## src/rtl/lsb_arb_pkg.sv

```systemverilog
// Shared definitions for the LSB-test arbiter.
//   - Default parameter values for the arbiter top.
//   - id_w(): width of a requester index (at least 1 bit).
//   - slot_state_e: encoding of the one-entry response slot.
package lsb_arb_pkg;

    localparam int unsigned DATA_W_DEF  = 8;
    localparam int unsigned NUM_REQ_DEF = 4;
    localparam int unsigned CNT_W_DEF   = 16;

    function automatic int unsigned id_w(input int unsigned n);
        return (n <= 1) ? 1 : $clog2(n);
    endfunction

    typedef enum logic {
        StEmpty = 1'b0,
        StFull  = 1'b1
    } slot_state_e;

endpackage

```

## src/rtl/lsb_test_unit.sv

```systemverilog
// Shared combinational LSB-test datapath.
// Ports:
//   a  in   DATA_W  word under test
//   y  out  1       1 when a[0] is 0, 0 when a[0] is 1
// DATA_W must be at least 2.
module lsb_test_unit #(
    parameter int unsigned DATA_W = 8
) (
    input  logic [DATA_W-1:0] a,
    output logic              y
);

    // Only bit 0 matters; the upper bits are deliberately ignored.
    logic unused_upper;
    assign unused_upper = ^a[DATA_W-1:1];

    assign y = a[0] ? 1'b0 : 1'b1;

endmodule

```

## src/rtl/lsb_test_arbiter.sv

```systemverilog
// Round-robin arbiter sharing one LSB-test unit between NUM_REQ requesters, with a
// one-entry registered response slot under valid/ready backpressure.
// Ports:
//   clk         in   1               rising-edge clock
//   rst         in   1               synchronous active-high reset
//   req_valid   in   NUM_REQ         per-requester request valid
//   req_data    in   NUM_REQ*DATA_W  packed words, requester i at [i*DATA_W +: DATA_W]
//   req_ready   out  NUM_REQ         one-hot (or zero) accept
//   rsp_valid   out  1               response slot is full
//   rsp_ready   in   1               downstream accepts the response
//   rsp_y       out  1               inverse of granted word bit 0
//   rsp_id      out  ID_W            index of the granted requester
//   rsp_data    out  DATA_W          echo of the granted word
//   done_count  out  CNT_W           saturating count of response handshakes
module lsb_test_arbiter
    import lsb_arb_pkg::*;
#(
    parameter int unsigned  NUM_REQ = NUM_REQ_DEF,
    parameter int unsigned  DATA_W  = DATA_W_DEF,
    parameter int unsigned  CNT_W   = CNT_W_DEF,
    localparam int unsigned ID_W    = id_w(NUM_REQ)
) (
    input  logic                      clk,
    input  logic                      rst,
    input  logic [NUM_REQ-1:0]        req_valid,
    input  logic [NUM_REQ*DATA_W-1:0] req_data,
    output logic [NUM_REQ-1:0]        req_ready,
    output logic                      rsp_valid,
    input  logic                      rsp_ready,
    output logic                      rsp_y,
    output logic [ID_W-1:0]           rsp_id,
    output logic [DATA_W-1:0]         rsp_data,
    output logic [CNT_W-1:0]          done_count
);

    slot_state_e       state;
    logic [ID_W-1:0]   rr_ptr;

    logic              can_accept;
    logic              rsp_fire;
    logic              hi_found;
    logic              lo_found;
    logic [ID_W-1:0]   hi_idx;
    logic [ID_W-1:0]   lo_idx;
    logic              grant_valid;
    logic [ID_W-1:0]   grant;
    logic [DATA_W-1:0] grant_word;
    logic              test_y;

    assign rsp_valid  = (state == StFull);
    assign can_accept = (state == StEmpty) || rsp_ready;
    assign rsp_fire   = rsp_valid && rsp_ready;

    // Rotating priority: the lowest valid index at or above rr_ptr wins; if there is
    // none, the lowest valid index overall wins (the scan has wrapped past the top).
    always_comb begin
        hi_found = 1'b0;
        lo_found = 1'b0;
        hi_idx   = '0;
        lo_idx   = '0;
        for (int i = int'(NUM_REQ) - 1; i >= 0; i--) begin
            if (req_valid[i]) begin
                lo_found = 1'b1;
                lo_idx   = ID_W'(i);
                if (ID_W'(i) >= rr_ptr) begin
                    hi_found = 1'b1;
                    hi_idx   = ID_W'(i);
                end
            end
        end
    end

    assign grant_valid = !rst && can_accept && lo_found;
    assign grant       = hi_found ? hi_idx : lo_idx;

    always_comb begin
        req_ready = '0;
        for (int i = 0; i < int'(NUM_REQ); i++) begin
            req_ready[i] = grant_valid && (grant == ID_W'(i));
        end
    end

    always_comb begin
        grant_word = '0;
        for (int i = 0; i < int'(NUM_REQ); i++) begin
            if (grant == ID_W'(i)) begin
                grant_word = req_data[i*DATA_W +: DATA_W];
            end
        end
    end

    lsb_test_unit #(
        .DATA_W(DATA_W)
    ) u_test_unit (
        .a(grant_word),
        .y(test_y)
    );

    always_ff @(posedge clk) begin
        if (rst) begin
            state      <= StEmpty;
            rr_ptr     <= '0;
            rsp_y      <= 1'b0;
            rsp_id     <= '0;
            rsp_data   <= '0;
            done_count <= '0;
        end else begin
            // A grant refills the slot even when the current result is being drained.
            if (grant_valid) begin
                state    <= StFull;
                rsp_y    <= test_y;
                rsp_id   <= grant;
                rsp_data <= grant_word;
                rr_ptr   <= (grant == ID_W'(NUM_REQ - 1)) ? '0 : grant + ID_W'(1);
            end else if (rsp_fire) begin
                state <= StEmpty;
            end
            if (rsp_fire && (done_count != '1)) begin
                done_count <= done_count + CNT_W'(1);
            end
        end
    end

endmodule

```

## config.mk

```make
export PLATFORM = sky130hd
export DESIGN_NAME = lsb_test_arbiter
export DESIGN_NICKNAME = d
export VERILOG_FILES = /design/src/rtl/lsb_arb_pkg.sv /design/src/rtl/lsb_test_unit.sv /design/src/rtl/lsb_test_arbiter.sv
export SDC_FILE = /design/constraint.sdc
export NUM_CORES = 1
export LEC_CHECK = 0
export BUFFER_PORTS_ARGS = -buffer_cell sky130_fd_sc_hd__buf_2
export CAP_MARGIN = 25
export CORE_MARGIN = 3
export CORE_UTILIZATION = 42
export DETAILED_ROUTE_END_ITERATION = 10
export MAX_ROUTING_LAYER = met4
export PLACE_DENSITY_LB_ADDON = 0.15
export SETUP_SLACK_MARGIN = 0.4
export SYNTH_ARGS = -nofsm -noshare
export SYNTH_HDL_FRONTEND = slang
export SYNTH_SLANG_ARGS = --single-unit
```

## constraint.sdc

```tcl
create_clock -name clk -period 7.19 [get_ports clk]
set_input_delay 1.438 -clock clk [delete_from_list [all_inputs] [get_ports clk]]
set_output_delay 1.438 -clock clk [all_outputs]
set_load 0.01 [all_outputs]
```

# ---- Word-level counts from Yosys, hierarchy flattened
# Index checks and enable logic that the tools add are counted.
dict set report totals {
  romBits 0
  latchBits 0
  n_memories 0
  ramBits 0
  inputBits 39
  out_inout_bits 32
  reg_bits 30
}
dict set report classes {
  shifts 0
  addsub 2
  n_mul 0
  muxes 33
  bitwise_logic 1
  eq_ne 4
  n_reduce_logical 12
  magnitude_cmp 4
  div 0
}
# op count
set op_table {}
lappend op_table {{8-bit 2-to-1 mux} 4}
lappend op_table {{2-bit 2-to-1 mux} 14}
lappend op_table {{16-bit by 1-bit adder with 16-bit output, second input constant} 1}
lappend op_table {{16-bit != test, second input constant} 1}
lappend op_table {{1-bit 2-to-1 mux} 15}
lappend op_table {{1-bit logical AND} 8}
lappend op_table {{2-bit == test, second input constant} 2}
lappend op_table {{1-bit by 2-bit greater-or-equal comparator with 1-bit output, first input constant} 2}
lappend op_table {{2-bit greater-or-equal comparator, first input constant} 2}
lappend op_table {{2-bit by 1-bit adder with 2-bit output, second input constant} 1}
lappend op_table {{2-bit by 1-bit == test with 1-bit output, second input constant} 1}
lappend op_table {{2-bit logical NOT} 1}
lappend op_table {{2-bit nonzero test} 1}
lappend op_table {{1-bit logical NOT} 1}
lappend op_table {{1-bit logical OR} 1}
lappend op_table {{1-bit NOT} 1}

# ---- Depth between registers and ports, before layout
# Gate-level depths: netlist (run 1).
dict set report depth {
  depth_word 16
  mapped_depth 10
}

# ---- Cells and area by module
# A second synthesis (run 1) with hierarchy kept.
dict set report unflattened {
  hier_cells 204
  area_unflattened_um2 1745.4
}
# mod instances cells_each area_per_inst_um2
set by_module_without_submodules {}
lappend by_module_without_submodules {lsb_test_arbiter 1 203 1741.7}
lappend by_module_without_submodules {lsb_test_unit 1 1 3.8}

# ---- Worst setup path after synthesis (run 1)
# No wires, ideal clock.
dict set report synth_path {
  kind {input port to output port}
  from {input req_valid[0]}
  to {output req_ready[3]}
  stages 7
  t_arrival_ns 2.908
  path_slack_ns 2.844
  required_ns 5.752
  cell_sequence {nor2b_1 -> a211o_1 -> a21oi_1 -> ha_1 -> clkbuf_1 -> inv_1 -> nor2_1}
}
dict set report synth_via {
  elab_chain_cells 4
  word_cells_on_any_way 8
}
# element line
set synth_lines {}
lappend synth_lines {{from (decl)} lsb_test_arbiter.sv:25} ;# input logic [NUM_REQ-1:0] req_valid,
lappend synth_lines {{2-bit 2-to-1 mux / 1-bit 2-to-1 mux (equally long branches)} lsb_test_arbiter.sv:62} ;# if (req_valid[i]) begin
lappend synth_lines {{2-bit 2-to-1 mux (*)} lsb_test_arbiter.sv:74} ;# assign grant = hi_found ? hi_idx : lo_idx;
lappend synth_lines {{net grant[0]} lsb_test_arbiter.sv:46} ;# logic [ID_W-1:0] grant;
lappend synth_lines {{2-bit == test (*)} lsb_test_arbiter.sv:79} ;# req_ready[i] = grant_valid && (grant == ID_W'(i));
lappend synth_lines {{1-bit logical AND (*)} lsb_test_arbiter.sv:79}
lappend synth_lines {{to (decl)} lsb_test_arbiter.sv:27} ;# output logic [NUM_REQ-1:0] req_ready,
# The timed path passes the listed nets; every way through them passes the cells marked *.

# ---- Final worst setup path (run 1)
# Ends and elaborated chain as after synthesis.

==> results of run 1 <==
## metrics by stage
stage                     cells  worst slack, ps
after floorplan             217             2840
after global placement      322             2550
after detailed placement    322             2510
after CTS                   330             2500
after global routing        330             2260
final                       330             2500
## layout make-up
class | count | area (um^2) | share of cell area [%]
inverter | 9 | 33.8 | 1.55
tap | 48 | 60.1 | 2.75
sequential | 30 | 601 | 27.5
clock inverter | 1 | 5.00 | 0.229
timing repair buffer | 71 | 358 | 16.4
clock buffer | 7 | 86.3 | 3.96
multi-input combinational | 164 | 1040 | 47.6
## registers in the layout, indices dropped and copies added, names as in the netlist
register	count
rsp_data	8
rsp_id	2
rsp_y	1
rsp_valid	1
done_count	16
rr_ptr	2
## layer usage
metal | wire length, um | share of wire, % | track usage (%)
met1 | 1930 | 44 | 22.6
met2 | 2160 | 49 | 30.8
met3 | 332 | 7.5 | 5.18
met4 | 12 | 0.27 | 3.19
met5 | 0 | 0 | -
## report_power, final
group          internal (mW)  switching, mW
registers              0.183         0.0104
logic                 0.0588         0.0732
clock network         0.0771         0.0615
total                  0.318          0.145
## cell families after synthesis
group / share of synthesized area [%]
AOI/OAI and AO/OA: 26.3
DFF: 34.8
buffers and inverters: 5.08
muxes: 1.23
and+or+nand+nor: 29.0
adders and majority gates: 3.63
## worst max-delay path, delay by kind of cell
family | cells | cell delay, ps
AOI/OAI and AO/OA | 2 | 610
buffers and inverters | 3 | 480
adders and majority gates | 1 | 450
and+or+nand+nor | 2 | 280
## synth_stat cells, types with 2 or more instances
cell,number,share of area [%]
or4_1,3,1.3
and2_1,4,1.5
nor4_1,6,2.2
ha_1,5,3.6
o311ai_0,2,1.0
o21ai_0,10,2.9
a221o_1,7,4.1
nand3_1,14,4.1
dfxtp_1,30,35
o21a_1,3,1.3
inv_1,9,2.0
and3_1,2,0.73
nand2b_1,7,2.5
nor3_1,5,1.5
a21oi_1,31,9.0
nor2_1,10,2.2
a21o_1,2,0.87
nand2_1,15,3.3
nor2b_1,5,1.8
o31ai_1,2,0.87
or3_1,5,1.8
o41ai_1,2,1.0
clkbuf_1,13,2.8
nand4_1,6,2.2
## cells in the final DEF (no fill, tap or decap), drive strengths merged, types with 9 or more instances in the layout
cell type  count
nand2         15
buf           71
nand3         14
dfxtp         30
o21ai         10
inv            9
a21oi         31
nor2          10
## worst min path at each step
stage	slack, ps	from	end	cells after the start
after CTS	490	rsp_data[0]	rsp_data[0]	2
after floorplan	470	rr_ptr[1]	rr_ptr[1]	2
after global routing	520	rsp_id[1]	rsp_id[1]	2
final	480	rsp_data[0]	rsp_data[0]	2
after global placement	450	rsp_data[0]	rsp_data[0]	2
after detailed placement	470	rsp_id[1]	rsp_id[1]	2
==> metrics.txt, run 1 <==
Area Growth Syn to Fin=26.4%; Worst-Margin Slew=943 ps; cells after synthesis=~220; count of cell types in the netlist=43; Starting DRT DRC Count=just under 90; GP Congestion=just under 0.8; Rows=22; DR vias/cell=roughly 5.6; worst reg2reg setup slack=4730 ps; drt first pass iters=4; ant diodes=0; Hold WC Path Type=flip-flop to flip-flop; dpl cell area=2090 um^2; part of the cycle the worst path needs=about two thirds; number of global-route vias before repair=1653; slew margin rel.=36.6%; clock buffer depth=2; starting density of the core=a little under half; Pleak=roughly 1.0 nW; nets=325; critical path arrival=3250 ps; fillcell total=380; Post-DRT Antenna Nets=0; Seq/Total Area, Yosys=34.8%; Final Total Pwr=464 uW; final hold slack=477 ps; pin count of the biggest net entering global routing=22; Max Cap Viol=0; Async SR Flop Fraction=0%; maximum VDD drop=145 uV; critical path peak fanout=10; CTS root buffer=clkbuf_8; Power Density=213 nW/um^2; H-Tree Depth=2; vias post-DR=1836; Remaining Overflow, GRT=0; slowest cell on the critical path=ha_1; CTS Buf Count=5; RR Startpoint=rr_ptr[0]; Fin. Hold Viols=0; CP endpoint kind=output pin; die width=70.1 um; max incr delay on CP=450 ps; synthesized area=1730 um^2; Core ar.=~3800 um^2; CP Launch Type=input pin; CTS Hold Bufs=0; share of the core filled with cells=about 57%; Net Count, Synth=261; CTS resizes=0; layout cells sized above 1=between 30% and 40%; FF-to-FF End=rsp_data[0]; ys flop type=dfxtp_1; Post-synth EDFFs=0; status=complete, no violations; initial antenna violation count=0; RSZ-0062 raised after global routing=no; Setup Viol. Count Final=0; Worst-path clk slew=60 ps; Post-CTS Setup Inserts=0; skew final=6.41 ps; worst setup path end=req_ready[3]; pins over their slew limit=0; clk_lat worst skew=roughly 280 ps; CP required=5750 ps; CP Class=input pin to output pin; Crit path top cell by count=buf_2; clock sink total=30; #FFs+latches synth=30; Avg Cell Area, Syn=7.95 um^2; R2R depth=8; Buffers on Ports=70; synth warn=0; Fmax achieved=roughly 0.21 GHz; TritonCTS clock tree=done; GRT Total Usage=between 15 and 20%; DP HPWL=3340 um; DIE AREA=4910 um^2; Worst Setup SP=req_valid[0]; first-pass GRT wire length=around 7400 um; Die H=70.1 um; post-layout minimum cycle time=4690 ps; I/O Pins=approximately 70; CP cell instances=buf_2 -> nor2b_1 -> a211o_1 -> a21oi_1 -> ha_1 -> inv_1 -> nor2_1 -> buf_2; setup TNS=0 ps; DRC=0; finished layout cell area=2180 um^2; DR WL/cell=13.5 um; drt total wl=~4400 um
Power figures use the tool's default switching activity.
==> inputs of run 2 (changes only) <==
Clock period 7.19 ns to 3.9 ns, I/O delays scaled along.
==> metrics.txt, run 2 (synthesized netlist as in run 1, its figures left out) <==
most frequent cells in the layout=buf_2, a21oi_1, dfxtp_1; maximum VDD drop=204 uV (+41%); nets=325 (unchanged); slew margin rel.=37.1% (+0.58 points); Buffers on Ports=70 (unchanged); critical path arrival=2520 ps (-730 ps); part of the cycle the worst path needs=around 85%; Core ar.=3800 um^2 (unchanged); CTS Buf Count=5 (unchanged); most common cell after layout, fill and taps aside=buf_2; die width=70.1 um (unchanged); initial antenna violation count=0 (unchanged); Worst Setup SP=req_valid[0]; DP HPWL=3360 um (+0.62%); starting density of the core=45.4% (unchanged); Remaining Overflow, GRT=0 (unchanged); slowest cell on the critical path=ha_1; Reg area=601 um^2 (unchanged); skew final=5.73 ps (-0.683 ps); Hold Path Origin=rsp_data[0]; RR Startpoint=rr_ptr[0]; clock sink total=30 (unchanged); post-layout minimum cycle time=3300 ps; CP required=3120 ps (-2630 ps); DIE AREA=4910 um^2 (unchanged); GRT Total Usage=19.5% (+1.0 points); fillcell total=364 (-4.2%); ant diodes=0 (unchanged); Worst-path clk slew=70 ps (about the same); Most flops, register=done_count; RSZ-0062 raised after global routing=no; Starting DRT DRC Count=81 (-9.0%); Crit path depth=8 (unchanged); setup TNS=0 ps (unchanged); Fin. Hold Viols=0 (unchanged); CP Class=input pin to output pin; clock buffer depth=2 (unchanged); Fmax achieved=0.303 GHz; Area Growth Syn to Fin=26.8%; TritonCTS clock tree=done; Setup Viol. Count Final=0 (unchanged); CP cell instances=buf_2 -> nor2b_1 -> a211o_1 -> a21oi_1 -> inv_1 -> ha_1 -> and2_1 -> buf_2; max reg flops=16 (unchanged); Rows=22 (unchanged); DR vias/cell=5.56 (unchanged); drt total wl=4500 um (+1.2%); Crit path max-delay family=compound AO/OA/AOI/OAI gates; Post-DRT Antenna Nets=0 (unchanged); H-Tree Depth=2 (unchanged); GP Congestion=0.762 (-3.4%); DR WL/cell=13.6 um (+1.2%); vias post-DR=1836 (unchanged); max incr delay on CP=400 ps (-50 ps); pins over their slew limit=0 (unchanged); area of the multi-input gates=1040 um^2 (+0.24%); Hold WC Path Type=flip-flop to flip-flop; Crit path top cell by count=buf_2; worst path buffer plus inverter count=3 (unchanged); first-pass GRT wire length=7690 um (+3.9%); DRC=0 (unchanged); Max Cap Viol=0 (unchanged); CP endpoint kind=output pin; Worst-Margin Slew=934 ps (-8.58 ps); Post-CTS Setup Inserts=0 (unchanged); clk_lat worst skew=290 ps (about the same); CTS root buffer=clkbuf_8; status=complete, no violations; number of global-route vias before repair=1697 (+2.7%); final hold slack=479 ps (+2.04 ps); worst reg2reg setup slack=1460 ps (-3270 ps); I/O Pins=71 (unchanged); critical path peak fanout=17 (+7); FF-to-FF End=rsp_data[0]; R2R depth=8 (unchanged); pin count of the biggest net entering global routing=22 (unchanged); Pleak=0.995 nW (-0.31%); CP Launch Type=input pin; Die H=70.1 um (unchanged); Power Density=395 nW/um^2 (+86%); worst setup path end=req_ready[2]; layout cells sized above 1=31.2% (+0.71 points); top flop regs=done_count: 16 flops, rsp_data: 8 flops; drt first pass iters=4 (unchanged)
==> run 2: cell types whose count changed in the layout (fill, tap and decap cells not counted), sizes merged <==
cell | previous run | this run
clkbuf | 7 | 6
clkinvlp | 0 | 1
==> run 2: worst register-to-register path, cell delays in order (launching register included) <==
cell and delay (ps):
dfxtp_1 380, nor2b_1 80, a211o_1 260, a21oi_1 330
ha_1 430, nor2b_1 200, a221o_1 340, a21oi_1 190
o21ai_0 110
==> run 2: routing by layer <==
| metal | vias up | routed length [um] | GRT usage [%] | share of wire (%) |
|---|---|---|---|---|
| li1 | 945 | - | - | - |
| met4 | 0 | 83 | 8.30 | 1.8 |
| met3 | 8 | 249 | 4.75 | 5.5 |
| met2 | 48 | 2110 | 30.1 | 47 |
| met1 | 835 | 2050 | 24.3 | 46 |
| met5 | - | 0 | - | 0 |
==> run 2: power breakdown <==
part | switching, mW | internal, mW | total, mW
combinational | 0.135 | 0.109 | 0.243
clock | 0.124 | 0.142 | 0.265
sequential | 0.0191 | 0.336 | 0.355
==> run 2: layout make-up <==
type,instances,share of cell area [%]
Timing Repair Buffer,71,16.4
Multi-Input combinational cell,164,47.5
Clock buffer,6,3.78
Inverter,9,1.54
Clock inverter,2,0.572
Sequential cell,30,27.5
Tap cell,48,2.75
==> run 2: through the flow <==
| stage | total power [mW] | util (%) | cell area [um^2] | setup slack, ps | std cells |
|---|---|---|---|---|---|
| final | 0.864 | 57.6 | 2190 | 599 | 330 |
| after CTS | 0.871 | 57.5 | 2180 | 585 | 330 |
| after global placement | 0.605 | 55.0 | 2090 | 574 | 322 |
| after floorplan | 0.525 | - | 1730 | 870 | 217 |
| after detailed placement | 0.604 | 55.0 | 2090 | 559 | 322 |
| after global routing | 0.916 | 57.6 | 2190 | 436 | 330 |
==> run 2: repair_timing <==
action | in CTS | in global routing
hold buffers | 0 | 0
gates resized for setup | 0 | 1
endpoints found under the setup margin | 0 | 1
==> run 2: how the worst min path moves through the flow <==
stage | depth (start not counted) | to
3_3_place_gp | 2 | rsp_data[0]
2_1_floorplan | 2 | rr_ptr[1]
6_report | 2 | rsp_data[0]
3_5_place_dp | 2 | rsp_data[0]
4_1_cts | 2 | rsp_data[0]
5_1_grt | 2 | rsp_id[1]
